## src/rtl/branch_resolver.sv

```systemverilog
// In-order branch resolution queue for a gshare predictor: issues one registered
// counter-update per resolved branch, flags mispredictions and keeps saturating stats.
module branch_resolver #(
    parameter int PATTERN_WIDTH = 4,
    parameter int PC_BITS       = 8,
    parameter int DEPTH         = 4,
    parameter int CNT_WIDTH     = 16
) (
    input  logic                     clk,
    input  logic                     reset,
    input  logic                     pred_valid,
    input  logic [PC_BITS-1:0]       pred_pc,
    input  logic                     pred_taken,
    input  logic [PATTERN_WIDTH-1:0] pred_pattern,
    output logic                     queue_full,
    input  logic                     res_valid,
    input  logic                     res_taken,
    output logic                     upd_en,
    output logic [PC_BITS-1:0]       upd_pc,
    output logic [PATTERN_WIDTH-1:0] upd_pattern,
    output logic                     upd_taken,
    output logic                     mispredict,
    output logic [PATTERN_WIDTH-1:0] repair_pattern,
    output logic                     underflow,
    output logic [CNT_WIDTH-1:0]     branch_cnt,
    output logic [CNT_WIDTH-1:0]     miss_cnt
);
    localparam int PTR_W = (DEPTH > 1) ? $clog2(DEPTH) : 1;
    localparam int OCC_W = $clog2(DEPTH + 1);

    logic [PTR_W-1:0]         rd_ptr_q, rd_ptr_d;
    logic [PTR_W-1:0]         wr_ptr_q, wr_ptr_d;
    logic [OCC_W-1:0]         count_q, count_d;
    logic [PC_BITS-1:0]       pc_mem_q    [DEPTH];
    logic                     taken_mem_q [DEPTH];
    logic [PATTERN_WIDTH-1:0] pat_mem_q   [DEPTH];
    logic                     pop, push, miss;

    function automatic logic [CNT_WIDTH-1:0] sat_inc(input logic [CNT_WIDTH-1:0] v,
                                                     input logic inc);
        if (inc && (v != '1)) return v + CNT_WIDTH'(1);
        return v;
    endfunction

    assign queue_full = (count_q == OCC_W'(DEPTH));
    assign pop        = res_valid && (count_q != '0);
    assign miss       = pop && (taken_mem_q[rd_ptr_q] != res_taken);
    // A pop frees a slot in the same cycle, so a full queue still accepts a push alongside it.
    assign push       = pred_valid && (!queue_full || pop) && !miss;

    always_comb begin
        rd_ptr_d = rd_ptr_q;
        wr_ptr_d = wr_ptr_q;
        count_d  = count_q;
        if (miss) begin
            // Everything still queued is younger wrong-path work.
            rd_ptr_d = '0;
            wr_ptr_d = '0;
            count_d  = '0;
        end else begin
            if (pop)  rd_ptr_d = rd_ptr_q + PTR_W'(1);
            if (push) wr_ptr_d = wr_ptr_q + PTR_W'(1);
            count_d = count_q + OCC_W'(push) - OCC_W'(pop);
        end
    end

    always_ff @(posedge clk) begin
        if (push) begin
            pc_mem_q[wr_ptr_q]    <= pred_pc;
            taken_mem_q[wr_ptr_q] <= pred_taken;
            pat_mem_q[wr_ptr_q]   <= pred_pattern;
        end
    end

    always_ff @(posedge clk) begin
        if (reset) begin
            rd_ptr_q       <= '0;
            wr_ptr_q       <= '0;
            count_q        <= '0;
            upd_en         <= 1'b0;
            upd_pc         <= '0;
            upd_pattern    <= '0;
            upd_taken      <= 1'b0;
            mispredict     <= 1'b0;
            repair_pattern <= '0;
            underflow      <= 1'b0;
            branch_cnt     <= '0;
            miss_cnt       <= '0;
        end else begin
            rd_ptr_q   <= rd_ptr_d;
            wr_ptr_q   <= wr_ptr_d;
            count_q    <= count_d;
            upd_en     <= pop;
            mispredict <= miss;
            if (pop) begin
                upd_pc         <= pc_mem_q[rd_ptr_q];
                upd_pattern    <= pat_mem_q[rd_ptr_q];
                upd_taken      <= res_taken;
                repair_pattern <= {res_taken, pat_mem_q[rd_ptr_q][PATTERN_WIDTH-1:1]};
            end
            if (res_valid && (count_q == '0)) underflow <= 1'b1;
            branch_cnt <= sat_inc(branch_cnt, pop);
            miss_cnt   <= sat_inc(miss_cnt, miss);
        end
    end
endmodule

```

## config.mk

```make
export PLATFORM = sky130hd
export DESIGN_NAME = branch_resolver
export DESIGN_NICKNAME = d
export VERILOG_FILES = /design/src/rtl/branch_resolver.sv
export SDC_FILE = /design/constraint.sdc
export NUM_CORES = 1
export LEC_CHECK = 0
export CORE_ASPECT_RATIO = 0.9
export CORE_MARGIN = 2
export CORE_UTILIZATION = 48
export CTS_CLUSTER_DIAMETER = 120
export CTS_CLUSTER_SIZE = 8
export DETAILED_ROUTE_END_ITERATION = 10
export PLACE_DENSITY = 0.76
export SYNTH_ARGS = -nofsm -noshare
export SYNTH_HDL_FRONTEND = slang
export SYNTH_SLANG_ARGS = --single-unit
```

## constraint.sdc

```tcl
create_clock -name clk -period 3 [get_ports clk]
set_clock_uncertainty 0.2 [all_clocks]
set_input_delay 0.3 -clock clk [delete_from_list [all_inputs] [get_ports clk]]
set_output_delay 0.3 -clock clk [all_outputs]
set_load 0.05 [all_outputs]
```

* Word-level counts from Yosys, hierarchy flattened
Memory sizes are Yosys's and may differ from the RTL's. A register that Yosys moved wholly into a read port is not among the register bits. Cells that the tools add are included.
Operators by class: $add $sub $neg 6, multipliers 0, divide/modulo/power cells 0, order comparisons 0, eq/ne operators 4, shifts and indexed selects 0, multiplexer cells 12, bitwise logic cells 0, reductions and logical operators 13
Operators by type and width (count):
- $add A16 B1 Y16 const B | 2
- $mux W16 | 2
- $ne A16 B16 Y1 const B | 2
- $mux W2 | 4
- $logic_and A1 B1 Y1 | 7
- $mux W1 | 6
- $add A2 B1 Y2 const B | 2
- $add A3 B1 Y3 | 1
- $eq A3 B3 Y1 const B | 1
- $logic_not A3 Y1 | 1
- $reduce_bool A3 Y1 | 1
- $sub A3 B1 Y3 | 1
- $logic_not A1 Y1 | 2
- $reduce_or A2 Y1 | 1
- $logic_or A1 B1 Y1 | 1
- $ne A1 B1 Y1 | 1
Storage, ports and cells: register bits 51, latch bits 0, RAM bits 52, ROM bits 0, input port bits 18, output and inout port bits 53, memories kept 3
Memories:
- pc_mem_q | words 4, width 8, read ports 1, clocked after Yosys merged registers in 1, write ports 1, RTL line 34 | logic [PC_BITS-1:0] pc_mem_q [DEPTH];
- pat_mem_q | words 4, width 4, read ports 1, clocked after Yosys merged registers in 1, write ports 1, RTL line 36 | logic [PATTERN_WIDTH-1:0] pat_mem_q [DEPTH];
- taken_mem_q | words 4, width 1, read ports 1, clocked after Yosys merged registers in 1, write ports 1, RTL line 35 | logic taken_mem_q [DEPTH];

* Logic depth before layout (Yosys ltp)
depth in word-level cells 7, mapped depth 14

* Least setup slack after synthesis
Ideal clock, no wire load.
kind register to register, start point register with a tool-made name, end point register count_q[2], setup time 0.136 ns, arrival time 2.752 ns, data required time 2.664 ns, slack -0.088 ns, stages on the path, launching flop included 15, path buffers 1, cells stage by stage dfxtp_1 buf_6 mux2i_1 mux2_2 nor3_2 nor2_1 inv_1 ha_1 inv_1 ha_1 inv_1 fa_1 xor2_1 xnor2_1 nor3_1
RTL lines:
- end signal, assigned | RTL line 92 | count_q <= count_d;
- end, declared | RTL line 33 | logic [OCC_W-1:0] count_q, count_d;

==> flow_metrics.py <==
metrics = {
    "run_status": {
        "status": "completed",
    },
    "sta": {
        "finalMaxSlewViolations": 0,
        "fin_setup_tns_ns": 0,
        "setup_viol": 0,
        "slew_headroom": 0.286,
        "tightest_slew_ns": 1.07,
        "fmax_mhz": 348,
        "finalHoldViolCount": 0,
        "whs_ns": 0.261,
        "min_period_ns": 2.87,
        "setup_ws_ns": 0.126,
        "fin_crit_sh": 0.958,
        "rsz0062_at_grt": "true",
    },
    "yosys": {
        "synth_ff_type": "dfxtp_1",
        "synth_area_um2": 4550,
        "async_reset_ff_frac": 0,
        "ys_warn_count": 0,
        "postSynthAreaPerCell_um2": 12.0,
        "syn_inst": 379,
        "ys_seq_elements": 109,
        "synth_nets": 406,
        "synth_cell_type_count": 43,
        "synth-edff-count": 52,
        "yosysSeqAreaShare": 0.594,
    },
    "power": {
        "powerDensity_nw_per_um2": 720,
        "totalPowerFinal_mw": 4.15,
        "peakVddDrop_mv": 0.507,
        "p_leak_nw": 1.95,
    },
    "clocking": {
        "cts_sinks": 109,
        "cts_tree": "yes",
        "cts_max_level": 3,
        "cts_buffers": 9,
        "clkLatencyLatePin_ns": 0.37,
        "root_buffer": "clkbuf_8",
        "clockBufferDepth": 2,
        "clk_pin_slew_worst_paths_ns": 0.11,
    },
    "placement": {
        "portBuffers": 70,
        "dp_slack_ns": -0.269,
        "post-dp-hpwl_um": 6350,
        "gp_congestion": 0.782,
    },
    "floorplan": {
        "start_util": 0.496,
        "dieArea_um2": 10300,
        "io-pin-count": 71,
        "fp.dieW_um": 107,
        "rows": 33,
        "core_um2": 9170,
        "die_y_um": 96.4,
    },
    "cells_and_area": {
        "mostFrequentLayoutCells": "clkdlybuf4s50_1 (69), dfxtp_1 (56), edfxtp_1 (52), nand2_1 (40), a21oi_1 (28)",
        "layout_commonest_cell": "clkdlybuf4s50_1",
        "drive_gt1_frac": 0.141,
        "syn2layout_area_growth_pct": 26.6,
        "nets": 490,
        "num_antenna_cells": 0,
        "multi_input_area_um2": 1760,
        "utilization": 0.628,
        "num-fill-cells": 731,
        "register_area_um2": 2710,
    },
    "drt": {
        "final_antenna_net_count": 0,
        "drt_drc_violations_left": 0,
        "routed_wl_um": 8920,
        "wl_per_cell_um": 15.1,
        "drt_iter0_markers": 130,
        "dr.pass1.iters": 4,
        "viasPerCell": 5.34,
        "vias": 3151,
    },
    "global_route": {
        "grt.overflow.total": 0,
        "antenna_found_initial": 0,
        "grt_pass1_wl_um": 14600,
        "grt_max_degree": 62,
        "grt.total_usage": 0.181,
        "grt_pass1_vias": 3083,
    },
    "critical_path": {
        "critPathRequiredTime_ns": 3.09,
        "cp-start-kind": "flop",
        "regToRegSetupSlack_ns": 0.13,
        "critPathCaptureType": "flop",
        "cp_max_fo": 3,
        "path_class": "reg -> reg",
        "critical_path_arrival_ns": 2.96,
    },
    "min_path": {
        "hp-class": "reg -> reg",
    },
    "job": {
        "maxCapViolations": 0,
    },
}
## critical path, cell delays in order, from the launching register on
cell and delay (ns):
dfxtp_4 0.41, mux2i_4 0.26, mux2_4 0.34, nor3_4 0.20, nor2_2 0.06, inv_1 0.07
ha_1 0.21, inv_1 0.06, ha_2 0.15, inv_1 0.05, fa_2 0.33, xor2_1 0.16
xnor2_1 0.14, nor3_1 0.17
## flip-flops by register name, indices dropped and copies added (netlist names), named ones only
register and flops:
count_q 3, pc_mem_q 32, upd_taken 1, mispredict 1
taken_mem_q 4, upd_en 1, miss_cnt 16, upd_pc 8
branch_cnt 16, wr_ptr_q 2, rd_ptr_q 2, repair_pattern 1
underflow 1, pat_mem_q 16, upd_pattern 3
## area by class of cell
type | count | share of cell area
Timing Repair Buffer | 92 | 0.154
Clock inverter | 7 | 0.0159
Multi-Input combinational cell | 241 | 0.306
Tap cell | 122 | 0.0265
Inverter | 10 | 0.00652
Sequential cell | 109 | 0.470
Clock buffer | 9 | 0.0215
## cells by family after synthesis
family	count (synthesis)	synth area share
flops	109	0.594
xor+xnor	20	0.0385
compound gates	46	0.0567
simple gates	141	0.159
fa+ha+maj	9	0.0264
mux	25	0.0930
buf+inv	29	0.0322
## path summary, 6_finish.rpt
| path | start | cells after the start | endpoint |
|---|---|---|---|
| worst max-delay path | flop | 13 | count_q[2] |
| worst min-delay path | upd_pc[1] | 2 | upd_pc[1] |
| worst max register to register | flop | 13 | count_q[2] |
| worst min register to register | upd_pc[1] | 2 | upd_pc[1] |
## where the power goes
| part | leakage (nW) | switching, mW | internal, mW |
|---|---|---|---|
| Combinational | 0.901 | 0.756 | 0.572 |
| Clock | 0.106 | 0.567 | 0.343 |
| Sequential | 0.939 | 0.155 | 1.75 |
| Total | 1.95 | 1.48 | 2.67 |
## cell usage after synthesis (8+ instances only)
| cell type | instances | area [µm²] |
|---|---|---|
| mux4_2 | 8 | 180 |
| nand2_1 | 40 | 150 |
| xnor2_1 | 15 | 131 |
| nor3_1 | 12 | 60.1 |
| nand3_1 | 11 | 55.1 |
| dfxtp_1 | 57 | 1140 |
| o21ai_0 | 8 | 40.0 |
| ha_1 | 8 | 100 |
| inv_1 | 10 | 37.5 |
| nor2_1 | 28 | 105 |
| edfxtp_1 | 52 | 1560 |
| a21oi_1 | 28 | 140 |
## timing repair
action	in CTS	in global routing
endpoints found under the hold margin	0	0
pin swaps	0	4
endpoints found under the setup margin	1	1
hold buffers	0	0
gates resized for setup	1	9
buffers inserted	0	2
## per-layer routing
layer / wire length [µm] / GRT usage / vias up
li1: - / - / 1541
met1: 3990 / 0.230 / 1527
met2: 4440 / 0.317 / 76
met3: 411 / 0.0467 / 7
met4: 79 / 0.0368 / 0
met5: 0 / 0 / -
## stage by stage
| step | cell area, µm² | instances |
|---|---|---|
| final | 5760 | 590 |
| after floorplan | 4560 | 379 |
| after detailed placement | 5490 | 572 |
| after global placement | 5490 | 572 |
| after CTS | 5700 | 588 |
| after global routing | 5760 | 590 |
(Power assumes the default switching activity.)
